==> src/rtl/mdu_sequencer.sv <==
// Iterative multiply/divide sequencer for the 64-bit HI/LO path.
// The datapath handles one bit per cycle: a shift-add multiplier or a
// restoring divider. Both work on operand magnitudes, and the signs are
// corrected in a single FIX cycle. A divide by zero goes straight to FIX
// with the result already loaded into the accumulator.
//
//   state | meaning
//   IDLE  | waiting for Start, Busy low
//   CALC  | one multiply/divide iteration per edge, WIDTH edges
//   FIX   | apply sign correction, register HI/LO
//   DONE  | Done/WE_R64 pulse for one cycle
module mdu_sequencer #(
  parameter int WIDTH = 32
) (
  input  logic             i_clk,
  input  logic             i_rst,
  input  logic             i_start,
  input  logic [1:0]       i_op,
  input  logic [WIDTH-1:0] i_a,
  input  logic [WIDTH-1:0] i_b,
  input  logic             i_abort,
  output logic             o_busy,
  output logic             o_done,
  output logic             o_we_r64,
  output logic [WIDTH-1:0] o_hi,
  output logic [WIDTH-1:0] o_lo,
  output logic             o_div_by_zero
);

  localparam int CW = $clog2(WIDTH);
  localparam logic [CW-1:0] LAST = CW'(WIDTH - 1);

  typedef enum logic [1:0] {S_IDLE, S_CALC, S_FIX, S_DONE} state_t;

  state_t             r_state;
  logic [CW-1:0]      r_cnt;
  logic [2*WIDTH-1:0] r_acc;
  logic [WIDTH-1:0]   r_opb;
  logic               r_is_div;
  logic               r_neg_lo;
  logic               r_neg_hi;
  logic               r_busy;
  logic               r_done;
  logic               r_dbz;
  logic [WIDTH-1:0]   r_hi;
  logic [WIDTH-1:0]   r_lo;

  // Operand magnitudes and their sign flags. Signed ops are those with op[0] set.
  logic             w_a_neg, w_b_neg, w_b_zero;
  logic [WIDTH-1:0] w_a_mag, w_b_mag;
  assign w_a_neg  = i_op[0] & i_a[WIDTH-1];
  assign w_b_neg  = i_op[0] & i_b[WIDTH-1];
  assign w_a_mag  = w_a_neg ? (WIDTH'(0) - i_a) : i_a;
  assign w_b_mag  = w_b_neg ? (WIDTH'(0) - i_b) : i_b;
  assign w_b_zero = (i_b == '0);

  // Multiply step: add the multiplicand into the upper half when the low bit is set, then shift right.
  logic [WIDTH:0]     w_mul_sum;
  logic [2*WIDTH-1:0] w_mul_next;
  assign w_mul_sum  = {1'b0, r_acc[2*WIDTH-1:WIDTH]} + {1'b0, r_opb};
  assign w_mul_next = r_acc[0] ? {w_mul_sum, r_acc[WIDTH-1:1]}
                               : {1'b0, r_acc[2*WIDTH-1:1]};

  // Restoring divide step. The upper half holds the remainder; the lower half shifts the dividend out and the quotient in.
  logic [WIDTH:0]     w_rem_sh;
  logic [WIDTH-1:0]   w_rem_sub;
  logic               w_div_ge;
  logic [2*WIDTH-1:0] w_div_next;
  assign w_rem_sh   = {r_acc[2*WIDTH-1:WIDTH], r_acc[WIDTH-1]};
  assign w_div_ge   = (w_rem_sh >= {1'b0, r_opb});
  assign w_rem_sub  = w_rem_sh[WIDTH-1:0] - r_opb;
  assign w_div_next = {(w_div_ge ? w_rem_sub : w_rem_sh[WIDTH-1:0]),
                       r_acc[WIDTH-2:0], w_div_ge};

  // Sign fix-up. The product is negated as one 2W value; the quotient and remainder are negated separately.
  logic [2*WIDTH-1:0] w_prod;
  logic [WIDTH-1:0]   w_quo, w_rem, w_fix_hi, w_fix_lo;
  assign w_prod   = r_neg_lo ? ((2*WIDTH)'(0) - r_acc) : r_acc;
  assign w_quo    = r_neg_lo ? (WIDTH'(0) - r_acc[WIDTH-1:0]) : r_acc[WIDTH-1:0];
  assign w_rem    = r_neg_hi ? (WIDTH'(0) - r_acc[2*WIDTH-1:WIDTH]) : r_acc[2*WIDTH-1:WIDTH];
  assign w_fix_hi = r_is_div ? w_rem : w_prod[2*WIDTH-1:WIDTH];
  assign w_fix_lo = r_is_div ? w_quo : w_prod[WIDTH-1:0];

  // Sequencer FSM together with the datapath registers and registered outputs.
  always_ff @(posedge i_clk or posedge i_rst) begin
    if (i_rst) begin
      r_state  <= S_IDLE;
      r_cnt    <= '0;
      r_acc    <= '0;
      r_opb    <= '0;
      r_is_div <= 1'b0;
      r_neg_lo <= 1'b0;
      r_neg_hi <= 1'b0;
      r_busy   <= 1'b0;
      r_done   <= 1'b0;
      r_dbz    <= 1'b0;
      r_hi     <= '0;
      r_lo     <= '0;
    end else begin
      case (r_state)
        S_IDLE: begin
          if (i_start && !i_abort) begin
            r_is_div <= i_op[1];
            r_cnt    <= '0;
            r_busy   <= 1'b1;
            r_dbz    <= i_op[1] & w_b_zero;
            if (i_op[1] && w_b_zero) begin
              // The result is known now: HI = raw A, LO = all ones, no sign fix.
              r_acc    <= {i_a, {WIDTH{1'b1}}};
              r_neg_lo <= 1'b0;
              r_neg_hi <= 1'b0;
              r_state  <= S_FIX;
            end else if (i_op[1]) begin
              r_acc    <= {{WIDTH{1'b0}}, w_a_mag};
              r_opb    <= w_b_mag;
              r_neg_lo <= w_a_neg ^ w_b_neg;
              r_neg_hi <= w_a_neg;
              r_state  <= S_CALC;
            end else begin
              r_acc    <= {{WIDTH{1'b0}}, w_b_mag};
              r_opb    <= w_a_mag;
              r_neg_lo <= w_a_neg ^ w_b_neg;
              r_neg_hi <= 1'b0;
              r_state  <= S_CALC;
            end
          end
        end
        S_CALC: begin
          if (i_abort) begin
            r_busy  <= 1'b0;
            r_state <= S_IDLE;
          end else begin
            r_acc <= r_is_div ? w_div_next : w_mul_next;
            r_cnt <= r_cnt + CW'(1);
            if (r_cnt == LAST) r_state <= S_FIX;
          end
        end
        S_FIX: begin
          if (i_abort) begin
            r_busy  <= 1'b0;
            r_state <= S_IDLE;
          end else begin
            r_hi    <= w_fix_hi;
            r_lo    <= w_fix_lo;
            r_done  <= 1'b1;
            r_state <= S_DONE;
          end
        end
        S_DONE: begin
          r_done  <= 1'b0;
          r_busy  <= 1'b0;
          r_state <= S_IDLE;
        end
        default: begin
          r_busy  <= 1'b0;
          r_done  <= 1'b0;
          r_state <= S_IDLE;
        end
      endcase
    end
  end

  assign o_busy        = r_busy;
  assign o_done        = r_done;
  assign o_we_r64      = r_done;
  assign o_hi          = r_hi;
  assign o_lo          = r_lo;
  assign o_div_by_zero = r_dbz;

endmodule

==> config.mk <==
export PLATFORM = sky130hd
export DESIGN_NAME = mdu_sequencer
export DESIGN_NICKNAME = d
export VERILOG_FILES = /design/src/rtl/mdu_sequencer.sv
export SDC_FILE = /design/constraint.sdc
export NUM_CORES = 1
export LEC_CHECK = 0
export BUFFER_PORTS_ARGS = -buffer_cell sky130_fd_sc_hd__buf_4
export CORE_MARGIN = 5
export CORE_UTILIZATION = 35
export CTS_BUF_LIST = sky130_fd_sc_hd__clkbuf_8
export DETAILED_ROUTE_END_ITERATION = 10
export PLACE_DENSITY = 0.64
export SYNTH_ARGS = -nofsm -noshare
export SYNTH_HDL_FRONTEND = slang
export SYNTH_SLANG_ARGS = --single-unit
export TNS_END_PERCENT = 5
==> constraint.sdc <==
create_clock -name i_clk -period 11.58 [get_ports i_clk]
set_input_delay 0.579 -clock i_clk [delete_from_list [all_inputs] [get_ports i_clk]]
set_output_delay 0.579 -clock i_clk [all_outputs]
set_load 0.02 [all_outputs]
==> metrics.cfg <==
[outcome]
status = complete, no violations

[placed_design]
dp_hpwl_um = 40800
place_inst = 2543
routabilityCongestion = 0.973
portBuffers = 137

[setup_path]
crit_path_start_kind = primary input
cpPeakStageDelay_ns = 0.93
cp_data_arrival_time_ns = 4.47
crit_chain = buf_4 -> nor4_1 -> nand2_1 -> nor3_1 -> nand4_1 -> nor2_2 -> buf_4 -> a21oi_1 -> nor3_1 -> o311ai_0 -> a21oi_1
critical_path_class = in2reg
end_kind = register
cp.required_ns = 12.03
crit_family = simple AND/OR/NAND/NOR gates
crit_buf_inv = 2
slowest_stage = nand4_1
cp_max_fo = 31

[timing]
skew_ns = 0.0274
fin_crit_ns = 4.02
tns_ns = 0
slew_headroom_pct = 21.6
period_share_pct = 34.7
worst_pin_slew_ns = 1.18
setup-violations-final = 0
rsz0062_at_grt = false
maxSlewViolCount = 0
hold_violations = 0
fmax_mhz = 249

[grt]
grt_max_degree = 98
grt_antenna_before_repair = 1
overflow = 0
grt_first_pass_wirelength_um = 81600
grt_pass1_vias = 14100
track_usage_pct = 21.8

[clock_tree]
ctsResizeCount = 0
holdBufCountCts = 0
postCtsSetupRepairBufs = 0
cts.sinks = 173
numCtsBuffers = 17
cts_tree = built
cts.path.max_buffers = 2
cts_root_buf = clkbuf_8
h-tree-depth = 4
path_clk_slew_ns = 0.12
clk_latency_ns = 0.51

[detailed_routing]
vias = 15100
drtPass1Iterations = 5
drc = 0
avgViaCountPerCell = 5.87
routedWlPerCell_um = 20.9
postRouteAntennaNets = 0
wl_um = 53900
drt_iter0_drc = 1635

[finish]
fill_cells = 4472
n_antenna_cell = 0
area_growth_pct = 12.1
drive_gt1_share_pct = 12.9
nNetsFinal = 2123
stdcell_count = 2575

[yosys]
synth.cell_area_um2 = 15200
yosys_warnings = 0
synth_cell_types = 86
avgSynthCellArea_um2 = 7.88
synth_enable_flop_cells = 0
ys_seq_elements = 173
netlist_instances = 1923
seq_area_frac_synth_pct = 28.6
ys.flop_type = dfrtp_1
syn_nets = 2069
async_reset_ff_share_pct = 100

[power_and_ir_drop]
power_per_cell_area_nw_per_um2 = 327
power_leakage_uw = 0.00726
peakVddDrop_uv = 114

[hold_path]
holdCritPathClass = in2async

[floorplanning]
die-area_um2 = 47600
die_w_um = 218
start_util_pct = 35.3
design.core.area_um2 = 43000
rows = 76
fp.dieH_um = 218
ios = 138

[run]
maxCapViolCount = 0

[layout by cell type (no fill, tap or decap), types with 14 or more instances in the layout]
| cell | n |
|---|---|
| nand2_1 | 235 |
| o21ai_0 | 199 |
| dfrtp_1 | 172 |
| buf_4 | 155 |
| nor2_1 | 154 |
| a21oi_1 | 151 |
| xnor2_1 | 88 |
| xor2_1 | 79 |
| ha_1 | 73 |
| inv_1 | 66 |
| mux2i_1 | 48 |
| nor3_1 | 45 |
| a211oi_1 | 42 |
| a21o_1 | 39 |
| nand3_1 | 37 |
| a31oi_1 | 31 |
| mux2_2 | 31 |
| nor4_1 | 22 |
| o31ai_1 | 20 |
| nor2b_1 | 18 |
| clkbuf_8 | 18 |
| o211ai_1 | 14 |
[state kept, by name, summed over array words and instances, names as in the netlist]
name	flops
r_acc	64
o_hi	32
o_lo	32
r_opb	32
r_cnt	5
r_state	2
o_busy	1
o_div_by_zero	1
o_done	1
r_is_div	1
r_neg_hi	1
r_neg_lo	1
[report_power, final]
| part | switching, uW | total, uW | internal [uW] |
|---|---|---|---|
| clock | 263 | 442 | 179 |
| sequential | 489 | 1360 | 875 |
| combinational | 2210 | 3760 | 1540 |
| total | 2960 | 5560 | 2600 |
[worst paths after layout]
path	from	to	slack [ns]	cells past startpoint
max in group asynchronous	i_rst	r_is_div$_DFFE_PP0P_	9.68	3
min reg2reg	o_lo[24]$_DFFE_PP0P_	o_lo[24]$_DFFE_PP0P_	0.48	2
min	i_rst	o_lo[20]$_DFFE_PP0P_	0.25	2
max	i_b[2]	r_acc[55]$_DFFE_PP0P_	7.56	11
min in group i_clk	i_abort	o_busy$_DFFE_PP0P_	0.36	2
max reg2reg	r_acc[45]$_DFFE_PP0P_	r_acc[42]$_DFFE_PP0P_	7.58	11
[worst register-to-register path: stages, from the launching register on]
cell,delay (ns)
dfrtp_1,0.64
ha_1,0.40
a21oi_1,0.18
nor2_1,0.06
a211oi_1,0.48
nor3b_1,0.42
a211oi_1,0.23
nor2_4,0.31
buf_4,0.44
mux2_2,0.41
a211oi_1,0.25
nor3_1,0.07
[Yosys cell counts (all sizes together) (22+ instances only)]
cell type  count  area (um^2)
a31oi         31          194
xnor2         88          771
a21o          40          300
a211oi        42          315
xor2          79          692
nand2        235          882
buf           29          138
o31ai         22          175
mux2i         48          480
nand3         37          185
inv           66          248
mux2          32          360
a21oi        152          761
clkbuf        91          343
dfrtp        173         4330
ha            74          926
o21ai        210         1050
nor3          46          235
nor2         157          594
nor4          24          163
[cells by family after synthesis]
family          Yosys count  synth area share [%]
xor+xnor                167                  9.65
buf+inv                 187                  4.83
mux                      80                  5.55
simple gates            615                  19.0
fa+ha+maj                76                  6.37
flops                   173                  28.6
compound gates          625                  26.0
[metrics by stage]
step                      power [uW]  setup slack [ns]  utilization [%]  hold slack (ns)  instance area (um^2)
after detailed placement        5050              7.21             38.6            0.472                 16600
after floorplan                 3960              6.31                -            0.465                 15200
after CTS                       5500              7.66             39.5            0.290                 17000
after global placement          4990              7.30             38.6            0.465                 16600
after global routing            5970              7.22             39.5            0.340                 17000
final                           5560              7.56             39.5            0.254                 17000
[per-layer routing]
metal,share of wire [%],track usage (%)
met4,2.7,6.78
met1,43,30.8
met5,0.017,0
met2,45,33.4
met3,9.3,4.65
[layout make-up]
type                       count  area, um^2  area share, %
clock buffer                  18         248           1.46
clock inverter                14         133          0.781
inverter                      67         256           1.51
multi-input combinational   1563       10100           59.6
sequential                   173        4330           25.5
tap                          585         732           4.31
timing repair buffer         155        1160           6.85
(Power assumes the default switching activity.)
